File: config.mk
export PLATFORM = sky130hd
export DESIGN_NAME = decode_stage_flat
export DESIGN_NICKNAME = d
export VERILOG_FILES = /design/src/rtl/decode_stage_if.sv /design/src/rtl/decode_stage.sv /design/src/flat_wrapper.sv
export SDC_FILE = /design/constraint.sdc
export NUM_CORES = 1
export LEC_CHECK = 0
export ABC_AREA = 1
export CAP_MARGIN = 40
export CORE_UTILIZATION = 49
export DETAILED_ROUTE_END_ITERATION = 8
export PLACE_DENSITY = 0.87
export SLEW_MARGIN = 20
export SYNTH_ARGS = -nofsm -noshare
export SYNTH_HDL_FRONTEND = slang
export SYNTH_SLANG_ARGS = --single-unit
export TNS_END_PERCENT = 10
File: constraint.sdc
create_clock -name clk_i -period 21 [get_ports clk_i]
set_input_delay 3.15 -clock clk_i [delete_from_list [all_inputs] [get_ports clk_i]]
set_output_delay 3.15 -clock clk_i [all_outputs]
set_load 0.1 [all_outputs]
File: src/rtl/decode_stage_if.sv
// rtl/decode_stage_if.sv - fetch, register-file, writeback and ID/EX signal bundle for decode_stage
interface decode_stage_if #(
   parameter int COUNT_W = 16
);
   logic [31:0]        if_instruction;
   logic [29:0]        if_pc_seq;
   logic               if_valid;
   logic               flush;
   logic               stall_out;
   logic [4:0]         rf_addr_a;
   logic [4:0]         rf_addr_b;
   logic [31:0]        rf_data_a;
   logic [31:0]        rf_data_b;
   logic               wb_write;
   logic [4:0]         wb_addr;
   logic [31:0]        wb_data;
   logic               ex_valid;
   logic [31:0]        ex_reg_a;
   logic [31:0]        ex_reg_b;
   logic [31:0]        ex_imm;
   logic [25:0]        ex_addr26;
   logic [29:0]        ex_pc_seq;
   logic [2:0]         ex_alu_op;
   logic               ex_alu_src;
   logic [4:0]         ex_dest;
   logic               ex_reg_write;
   logic               ex_mem_read;
   logic               ex_mem_write;
   logic               ex_is_branch;
   logic               ex_is_jump;
   logic               ex_illegal;
   logic [COUNT_W-1:0] stall_count;

   // decode stage side
   modport slave (
      input  if_instruction, if_pc_seq, if_valid, flush,
      input  rf_data_a, rf_data_b, wb_write, wb_addr, wb_data,
      output stall_out, rf_addr_a, rf_addr_b,
      output ex_valid, ex_reg_a, ex_reg_b, ex_imm, ex_addr26, ex_pc_seq,
      output ex_alu_op, ex_alu_src, ex_dest, ex_reg_write, ex_mem_read,
      output ex_mem_write, ex_is_branch, ex_is_jump, ex_illegal, stall_count
   );

   // fetch / register file / execute side
   modport master (
      output if_instruction, if_pc_seq, if_valid, flush,
      output rf_data_a, rf_data_b, wb_write, wb_addr, wb_data,
      input  stall_out, rf_addr_a, rf_addr_b,
      input  ex_valid, ex_reg_a, ex_reg_b, ex_imm, ex_addr26, ex_pc_seq,
      input  ex_alu_op, ex_alu_src, ex_dest, ex_reg_write, ex_mem_read,
      input  ex_mem_write, ex_is_branch, ex_is_jump, ex_illegal, stall_count
   );
endinterface

File: src/rtl/decode_stage.sv
// rtl/decode_stage.sv - IF/ID register, MIPS-subset decode, bypass, load-use stall, ID/EX register
module decode_stage #(
   parameter int COUNT_W = 16
) (
   input logic           clk_i,
   input logic           reset_i,
   decode_stage_if.slave bus
);
   localparam logic [5:0] OP_RTYPE = 6'h00;
   localparam logic [5:0] OP_ADDI  = 6'h08;
   localparam logic [5:0] OP_LW    = 6'h23;
   localparam logic [5:0] OP_SW    = 6'h2b;
   localparam logic [5:0] OP_BEQ   = 6'h04;
   localparam logic [5:0] OP_J     = 6'h02;

   localparam logic [5:0] FN_ADD = 6'h20;
   localparam logic [5:0] FN_SUB = 6'h22;
   localparam logic [5:0] FN_AND = 6'h24;
   localparam logic [5:0] FN_OR  = 6'h25;
   localparam logic [5:0] FN_SLT = 6'h2a;

   localparam logic [2:0] ALU_AND = 3'b000;
   localparam logic [2:0] ALU_OR  = 3'b001;
   localparam logic [2:0] ALU_ADD = 3'b010;
   localparam logic [2:0] ALU_SUB = 3'b110;
   localparam logic [2:0] ALU_SLT = 3'b111;

   // IF/ID pipeline register
   logic               ifid_valid_q;
   logic [31:0]        ifid_instr_q;
   logic [29:0]        ifid_pc_q;

   // ID/EX pipeline register
   logic               ex_valid_q;
   logic [31:0]        ex_reg_a_q, ex_reg_b_q, ex_imm_q;
   logic [25:0]        ex_addr26_q;
   logic [29:0]        ex_pc_seq_q;
   logic [2:0]         ex_alu_op_q;
   logic               ex_alu_src_q;
   logic [4:0]         ex_dest_q;
   logic               ex_reg_write_q, ex_mem_read_q, ex_mem_write_q;
   logic               ex_is_branch_q, ex_is_jump_q, ex_illegal_q;
   logic [COUNT_W-1:0] stall_count_q;

   // instruction fields
   logic [5:0]  opcode, func;
   logic [4:0]  rs, rt, rd;
   logic [31:0] imm_sext;

   assign opcode   = ifid_instr_q[31:26];
   assign rs       = ifid_instr_q[25:21];
   assign rt       = ifid_instr_q[20:16];
   assign rd       = ifid_instr_q[15:11];
   assign func     = ifid_instr_q[5:0];
   assign imm_sext = {{16{ifid_instr_q[15]}}, ifid_instr_q[15:0]};

   // decoded control of the IF/ID instruction
   logic [2:0] dec_alu_op;
   logic       dec_alu_src, dec_reg_write, dec_mem_read, dec_mem_write;
   logic       dec_is_branch, dec_is_jump, dec_illegal;
   logic       dec_reads_rs, dec_reads_rt;
   logic [4:0] dec_dest;

   // opcode/func decode; unsupported encodings read nothing and drive no control
   always_comb begin
      dec_alu_op    = ALU_AND;
      dec_alu_src   = 1'b0;
      dec_reg_write = 1'b0;
      dec_mem_read  = 1'b0;
      dec_mem_write = 1'b0;
      dec_is_branch = 1'b0;
      dec_is_jump   = 1'b0;
      dec_illegal   = 1'b0;
      dec_reads_rs  = 1'b0;
      dec_reads_rt  = 1'b0;
      dec_dest      = 5'd0;
      case (opcode)
         OP_RTYPE: begin
            dec_reads_rs  = 1'b1;
            dec_reads_rt  = 1'b1;
            dec_dest      = rd;
            dec_reg_write = 1'b1;
            case (func)
               FN_ADD:  dec_alu_op = ALU_ADD;
               FN_SUB:  dec_alu_op = ALU_SUB;
               FN_AND:  dec_alu_op = ALU_AND;
               FN_OR:   dec_alu_op = ALU_OR;
               FN_SLT:  dec_alu_op = ALU_SLT;
               default: begin
                  dec_illegal   = 1'b1;
                  dec_reads_rs  = 1'b0;
                  dec_reads_rt  = 1'b0;
                  dec_dest      = 5'd0;
                  dec_reg_write = 1'b0;
               end
            endcase
         end
         OP_ADDI: begin
            dec_alu_op    = ALU_ADD;
            dec_alu_src   = 1'b1;
            dec_reads_rs  = 1'b1;
            dec_dest      = rt;
            dec_reg_write = 1'b1;
         end
         OP_LW: begin
            dec_alu_op    = ALU_ADD;
            dec_alu_src   = 1'b1;
            dec_reads_rs  = 1'b1;
            dec_dest      = rt;
            dec_reg_write = 1'b1;
            dec_mem_read  = 1'b1;
         end
         OP_SW: begin
            dec_alu_op    = ALU_ADD;
            dec_alu_src   = 1'b1;
            dec_reads_rs  = 1'b1;
            dec_reads_rt  = 1'b1;
            dec_mem_write = 1'b1;
         end
         OP_BEQ: begin
            dec_alu_op    = ALU_SUB;
            dec_reads_rs  = 1'b1;
            dec_reads_rt  = 1'b1;
            dec_is_branch = 1'b1;
         end
         OP_J: begin
            dec_is_jump   = 1'b1;
         end
         default: begin
            dec_illegal   = 1'b1;
         end
      endcase
      // $0 is hardwired; never claim a write to it
      if (dec_dest == 5'd0) begin
         dec_reg_write = 1'b0;
      end
   end

   // writeback bypass so a same-cycle register file write is seen by decode
   logic [31:0] opnd_a, opnd_b;
   always_comb begin
      opnd_a = bus.rf_data_a;
      opnd_b = bus.rf_data_b;
      if (bus.wb_write && (bus.wb_addr != 5'd0) && (bus.wb_addr == rs)) begin
         opnd_a = bus.wb_data;
      end
      if (bus.wb_write && (bus.wb_addr != 5'd0) && (bus.wb_addr == rt)) begin
         opnd_b = bus.wb_data;
      end
   end

   // load-use hazard from registered state only, so fetch sees no combinational path
   logic hazard;
   always_comb begin
      hazard = ifid_valid_q && ex_valid_q && ex_mem_read_q && (ex_dest_q != 5'd0) &&
               (((ex_dest_q == rs) && dec_reads_rs) || ((ex_dest_q == rt) && dec_reads_rt));
   end

   assign bus.stall_out = hazard;
   assign bus.rf_addr_a = rs;
   assign bus.rf_addr_b = rt;

   // IF/ID register: flush kills, stall holds, otherwise capture fetch
   always_ff @(posedge clk_i or posedge reset_i) begin
      if (reset_i) begin
         ifid_valid_q <= 1'b0;
         ifid_instr_q <= 32'd0;
         ifid_pc_q    <= 30'd0;
      end else if (bus.flush) begin
         ifid_valid_q <= 1'b0;
      end else if (!hazard) begin
         ifid_valid_q <= bus.if_valid;
         ifid_instr_q <= bus.if_instruction;
         ifid_pc_q    <= bus.if_pc_seq;
      end
   end

   // ID/EX register: bubbles clear valid and control but keep data fields
   always_ff @(posedge clk_i or posedge reset_i) begin
      if (reset_i) begin
         ex_valid_q     <= 1'b0;
         ex_reg_a_q     <= 32'd0;
         ex_reg_b_q     <= 32'd0;
         ex_imm_q       <= 32'd0;
         ex_addr26_q    <= 26'd0;
         ex_pc_seq_q    <= 30'd0;
         ex_alu_op_q    <= 3'd0;
         ex_alu_src_q   <= 1'b0;
         ex_dest_q      <= 5'd0;
         ex_reg_write_q <= 1'b0;
         ex_mem_read_q  <= 1'b0;
         ex_mem_write_q <= 1'b0;
         ex_is_branch_q <= 1'b0;
         ex_is_jump_q   <= 1'b0;
         ex_illegal_q   <= 1'b0;
      end else if (bus.flush || hazard || !ifid_valid_q) begin
         ex_valid_q     <= 1'b0;
         ex_alu_op_q    <= 3'd0;
         ex_alu_src_q   <= 1'b0;
         ex_reg_write_q <= 1'b0;
         ex_mem_read_q  <= 1'b0;
         ex_mem_write_q <= 1'b0;
         ex_is_branch_q <= 1'b0;
         ex_is_jump_q   <= 1'b0;
         ex_illegal_q   <= 1'b0;
      end else begin
         ex_valid_q     <= 1'b1;
         ex_reg_a_q     <= opnd_a;
         ex_reg_b_q     <= opnd_b;
         ex_imm_q       <= imm_sext;
         ex_addr26_q    <= ifid_instr_q[25:0];
         ex_pc_seq_q    <= ifid_pc_q;
         ex_alu_op_q    <= dec_alu_op;
         ex_alu_src_q   <= dec_alu_src;
         ex_dest_q      <= dec_dest;
         ex_reg_write_q <= dec_reg_write;
         ex_mem_read_q  <= dec_mem_read;
         ex_mem_write_q <= dec_mem_write;
         ex_is_branch_q <= dec_is_branch;
         ex_is_jump_q   <= dec_is_jump;
         ex_illegal_q   <= dec_illegal;
      end
   end

   // saturating stall counter; a flushed stall is not counted
   always_ff @(posedge clk_i or posedge reset_i) begin
      if (reset_i) begin
         stall_count_q <= '0;
      end else if (!bus.flush && hazard && (stall_count_q != {COUNT_W{1'b1}})) begin
         stall_count_q <= stall_count_q + COUNT_W'(1);
      end
   end

   assign bus.ex_valid     = ex_valid_q;
   assign bus.ex_reg_a     = ex_reg_a_q;
   assign bus.ex_reg_b     = ex_reg_b_q;
   assign bus.ex_imm       = ex_imm_q;
   assign bus.ex_addr26    = ex_addr26_q;
   assign bus.ex_pc_seq    = ex_pc_seq_q;
   assign bus.ex_alu_op    = ex_alu_op_q;
   assign bus.ex_alu_src   = ex_alu_src_q;
   assign bus.ex_dest      = ex_dest_q;
   assign bus.ex_reg_write = ex_reg_write_q;
   assign bus.ex_mem_read  = ex_mem_read_q;
   assign bus.ex_mem_write = ex_mem_write_q;
   assign bus.ex_is_branch = ex_is_branch_q;
   assign bus.ex_is_jump   = ex_is_jump_q;
   assign bus.ex_illegal   = ex_illegal_q;
   assign bus.stall_count  = stall_count_q;
endmodule

File: src/flat_wrapper.sv
// flat-port wrapper written by rule: the top's interface ports become plain ports
module decode_stage_flat 
#(
   parameter int COUNT_W = 16
)
  (clk_i, reset_i, bus_if_instruction, bus_if_pc_seq, bus_if_valid, bus_flush, bus_rf_data_a, bus_rf_data_b, bus_wb_write, bus_wb_addr, bus_wb_data, bus_stall_out, bus_rf_addr_a, bus_rf_addr_b, bus_ex_valid, bus_ex_reg_a, bus_ex_reg_b, bus_ex_imm, bus_ex_addr26, bus_ex_pc_seq, bus_ex_alu_op, bus_ex_alu_src, bus_ex_dest, bus_ex_reg_write, bus_ex_mem_read, bus_ex_mem_write, bus_ex_is_branch, bus_ex_is_jump, bus_ex_illegal, bus_stall_count);
  decode_stage_if #(.COUNT_W(COUNT_W)) bus_i ();
  input logic clk_i;
  input logic reset_i;
  input wire logic [$bits(bus_i.if_instruction)-1:0] bus_if_instruction;
  input wire logic [$bits(bus_i.if_pc_seq)-1:0] bus_if_pc_seq;
  input wire logic [$bits(bus_i.if_valid)-1:0] bus_if_valid;
  input wire logic [$bits(bus_i.flush)-1:0] bus_flush;
  input wire logic [$bits(bus_i.rf_data_a)-1:0] bus_rf_data_a;
  input wire logic [$bits(bus_i.rf_data_b)-1:0] bus_rf_data_b;
  input wire logic [$bits(bus_i.wb_write)-1:0] bus_wb_write;
  input wire logic [$bits(bus_i.wb_addr)-1:0] bus_wb_addr;
  input wire logic [$bits(bus_i.wb_data)-1:0] bus_wb_data;
  output wire logic [$bits(bus_i.stall_out)-1:0] bus_stall_out;
  output wire logic [$bits(bus_i.rf_addr_a)-1:0] bus_rf_addr_a;
  output wire logic [$bits(bus_i.rf_addr_b)-1:0] bus_rf_addr_b;
  output wire logic [$bits(bus_i.ex_valid)-1:0] bus_ex_valid;
  output wire logic [$bits(bus_i.ex_reg_a)-1:0] bus_ex_reg_a;
  output wire logic [$bits(bus_i.ex_reg_b)-1:0] bus_ex_reg_b;
  output wire logic [$bits(bus_i.ex_imm)-1:0] bus_ex_imm;
  output wire logic [$bits(bus_i.ex_addr26)-1:0] bus_ex_addr26;
  output wire logic [$bits(bus_i.ex_pc_seq)-1:0] bus_ex_pc_seq;
  output wire logic [$bits(bus_i.ex_alu_op)-1:0] bus_ex_alu_op;
  output wire logic [$bits(bus_i.ex_alu_src)-1:0] bus_ex_alu_src;
  output wire logic [$bits(bus_i.ex_dest)-1:0] bus_ex_dest;
  output wire logic [$bits(bus_i.ex_reg_write)-1:0] bus_ex_reg_write;
  output wire logic [$bits(bus_i.ex_mem_read)-1:0] bus_ex_mem_read;
  output wire logic [$bits(bus_i.ex_mem_write)-1:0] bus_ex_mem_write;
  output wire logic [$bits(bus_i.ex_is_branch)-1:0] bus_ex_is_branch;
  output wire logic [$bits(bus_i.ex_is_jump)-1:0] bus_ex_is_jump;
  output wire logic [$bits(bus_i.ex_illegal)-1:0] bus_ex_illegal;
  output wire logic [$bits(bus_i.stall_count)-1:0] bus_stall_count;
  assign bus_i.if_instruction = bus_if_instruction;
  assign bus_i.if_pc_seq = bus_if_pc_seq;
  assign bus_i.if_valid = bus_if_valid;
  assign bus_i.flush = bus_flush;
  assign bus_i.rf_data_a = bus_rf_data_a;
  assign bus_i.rf_data_b = bus_rf_data_b;
  assign bus_i.wb_write = bus_wb_write;
  assign bus_i.wb_addr = bus_wb_addr;
  assign bus_i.wb_data = bus_wb_data;
  assign bus_stall_out = bus_i.stall_out;
  assign bus_rf_addr_a = bus_i.rf_addr_a;
  assign bus_rf_addr_b = bus_i.rf_addr_b;
  assign bus_ex_valid = bus_i.ex_valid;
  assign bus_ex_reg_a = bus_i.ex_reg_a;
  assign bus_ex_reg_b = bus_i.ex_reg_b;
  assign bus_ex_imm = bus_i.ex_imm;
  assign bus_ex_addr26 = bus_i.ex_addr26;
  assign bus_ex_pc_seq = bus_i.ex_pc_seq;
  assign bus_ex_alu_op = bus_i.ex_alu_op;
  assign bus_ex_alu_src = bus_i.ex_alu_src;
  assign bus_ex_dest = bus_i.ex_dest;
  assign bus_ex_reg_write = bus_i.ex_reg_write;
  assign bus_ex_mem_read = bus_i.ex_mem_read;
  assign bus_ex_mem_write = bus_i.ex_mem_write;
  assign bus_ex_is_branch = bus_i.ex_is_branch;
  assign bus_ex_is_jump = bus_i.ex_is_jump;
  assign bus_ex_illegal = bus_i.ex_illegal;
  assign bus_stall_count = bus_i.stall_count;
  decode_stage #(.COUNT_W(COUNT_W)) u_core (.clk_i(clk_i), .reset_i(reset_i), .bus(bus_i));
endmodule
==> metrics.txt <==
share of cells above drive strength 1 0.149; distinct cell type count of the synthesized netlist 31; Vias 11729; Clock Latency Late Sink 500 ps; clock-pin slew on the worst setup and hold paths 60 ps; Routed Antenna Nets 0; Post-Route WL 47.1 mm; Placeable Area 19800 sq um; commonest non-fill, non-tap cell in the layout nand2_1; Synthesis Warnings 0; clock power share 0.228; top cell family by delay on the critical path buffers and inverters; Final HPWL DP 32.2 mm; CP Launch Type flop; Avg Cell Area, Syn 8.03 sq um; 1st-iter DRT viols 1323; final worst-path cycle share 0.299; EDFF count, synth 0; Yosys reg bits 215; DRC 0; Num CTS Buffers 22; CTS tree yes; Final Util 0.900; Post-layout nets 1907; antenna violations before repair 6; max-cap violations 0; fin crit period 6280 ps; Cell Area, Synth 10000 sq um; hold buffers post-CTS 0; root buf cell clkbuf_16; RSZ-0062 raised after global routing no; Mapped Nets 1417; Net Sw Frac 0.431; most used cell, CP nand2_1; Final Hold Viols 0; Max VDD drop 0.0785 mV; Hold Path Class flop to flop; wire length per cell 23.3 microns; RD Place Congestion 0.945; Layout area overhead 77.7%; Clock Path Buffers 3; fmax 0.159 GHz; WP buf/inv 4; leak pwr 8.72 nW; Comb pwr share 0.489; most frequent cells in the layout nand2_1, clkdlybuf4s50_1, dfrtp_1, buf_8, o21ai_0; io pins 363; count of final max-slew check failures 0; skew final 17.4 ps; slowest CP cell clkdlybuf4s50_1; post-synthesis async set-or-reset flop share 1.00; GRT overflow 0; Power Density 102 nW/um^2; vias per cell 5.80; die area 21000 sq um; Port Buf Inserts 362; clk sinks 215; Required @ worst endpoint 17850 ps; 1st-pass router iterations 5; outcome finished clean; vias in the first global route 12407; Fill cells 708; post-CTS sizing 0; Reg power frac 0.284; worst path cell trace inv_1, nand2_1, nand2_1, nor2_1, nand2_1, nor2_1, nand2_1, nand2_2, nand2_4, inv_2, clkdlybuf4s50_1, buf_8; starting density of the core 0.506; Storage cell area 5380 sq um; net load switching power 0.000780 W; Crit Path Category flop to output pin; CP max stage delay 530 ps; Row Count 51; die height 145 microns; sequential element share of the synthesized area 0.537; Die Wd 145 microns; Setup-failing EPs final 0; global router's overall resource usage 0.442; htree depth 1; Slew HR 0.452; Worst-Margin Slew 822 ps; multi-input logic area 3730 sq um; CP Capture Type output pin; Max FO, Critical Path 52; Mapped Cells 1248; setup TNS 0 ps; first-pass GRT wire length 71.0 mm; Int Pwr 0.00103 W; crit path DAT 3130 ps; largest net degree at the start of global routing 101; Setup Fix Bufs, Post-CTS 0; Main synth FF type dfrtp_1
[stage by stage]
step	hold slack (ps)	cell area, sq um	worst slack [ps]	power (W)	cells
global placement	445	13400	14870	0.00114	1779
detailed placement	459	17000	15190	0.00138	1977
finish	468	17800	14720	0.00181	2023
global route	495	17800	14550	0.00185	2021
CTS	470	17800	14740	0.00179	2016
floorplan	442	10000	11970	0.000987	1248
[layer usage]
layer | track usage | share of wire
met5 | 0 | 0.00057
met4 | 0.327 | 0.087
met3 | 0.152 | 0.12
met2 | 0.737 | 0.48
met1 | 0.461 | 0.32
[cell usage after synthesis (2+ instances only)]
library cell  count  area share
nor3_1            6      0.0030
nand2_1         580        0.22
buf_6             6      0.0067
nor2_2            2      0.0012
nand4_1           2      0.0012
o21ai_0          89       0.044
nor2_1           39       0.015
nand3_1          72       0.036
clkbuf_1         20      0.0075
nand2_2           4      0.0025
buf_4            53       0.040
a21oi_1          20       0.010
dfrtp_1         215        0.54
xor2_1           13       0.011
nor4_1            5      0.0031
buf_2            22       0.011
o21ai_1           2      0.0010
inv_2             7      0.0026
xnor2_1          18       0.016
inv_1            62       0.023
[worst register-to-register path, cell delays in order, from the launching register on]
cell	delay (ps)
dfrtp_1	410
inv_1	130
nor2_1	60
nand3_1	150
nand2_1	70
nor2_1	140
nand2_1	110
nand2_1	90
nand2_2	70
nand2_4	450
nand3_4	320
buf_16	300
inv_6	440
buf_16	320
nand2_1	170
nand2_1	160
[kinds of logic after synthesis]
kind of cell / share of synthesized area
DFF: 0.537
xor gates and xnor gates: 0.0271
and+or+nand+nor: 0.286
buffers and inverters: 0.0916
AOI/OAI and AO/OA: 0.0568
adders and majority gates: 0.00125
[registers in the layout, summed over array words and instances, names as in the netlist, 3 cells and up]
register / flops
u_core.bus.ex_reg_a: 32
u_core.bus.ex_reg_b: 32
u_core.bus.ex_dest: 5
u_core.bus.stall_count: 16
u_core.bus.ex_pc_seq: 30
u_core.ifid_pc_q: 30
u_core.ifid_instr_q: 32
u_core.bus.ex_addr26: 26
u_core.bus.ex_alu_op: 3
[power groups by stage]
stage               sequential (W)  combinational [W]  clock (W)
floorplan                 0.000796           0.000191          0
global placement          0.000508           0.000629          0
detailed placement        0.000514           0.000871          0
CTS                       0.000509           0.000878   0.000407
global route              0.000516           0.000905   0.000426
finish                    0.000513           0.000885   0.000412
[final timing paths]
path | from | cells after the start | to | slack (ps)
worst max register to register | u_core.ifid_instr_q[29] | 15 | u_core.bus.ex_reg_a[13] | 17530
min in group asynchronous | reset_i | 2 | u_core.bus.ex_addr26[15] | 3090
max in group asynchronous | reset_i | 4 | u_core.bus.ex_mem_write | 16900
worst min-delay path | u_core.ifid_pc_q[18] | 2 | u_core.bus.ex_pc_seq[18] | 470
worst max-delay path | u_core.ifid_instr_q[18] | 12 | bus_stall_out | 14720
worst min register to register | u_core.ifid_pc_q[18] | 2 | u_core.bus.ex_pc_seq[18] | 470
[cell type report]
type	instances	share of cell area
tap	265	0.0186
antenna	5	0.000703
timing repair buffer	568	0.411
inverter	70	0.0155
clock inverter	7	0.00513
multi-input combinational	861	0.209
clock buffer	32	0.0370
sequential	215	0.302
Note: power is estimated with default switching activity, not from simulation.
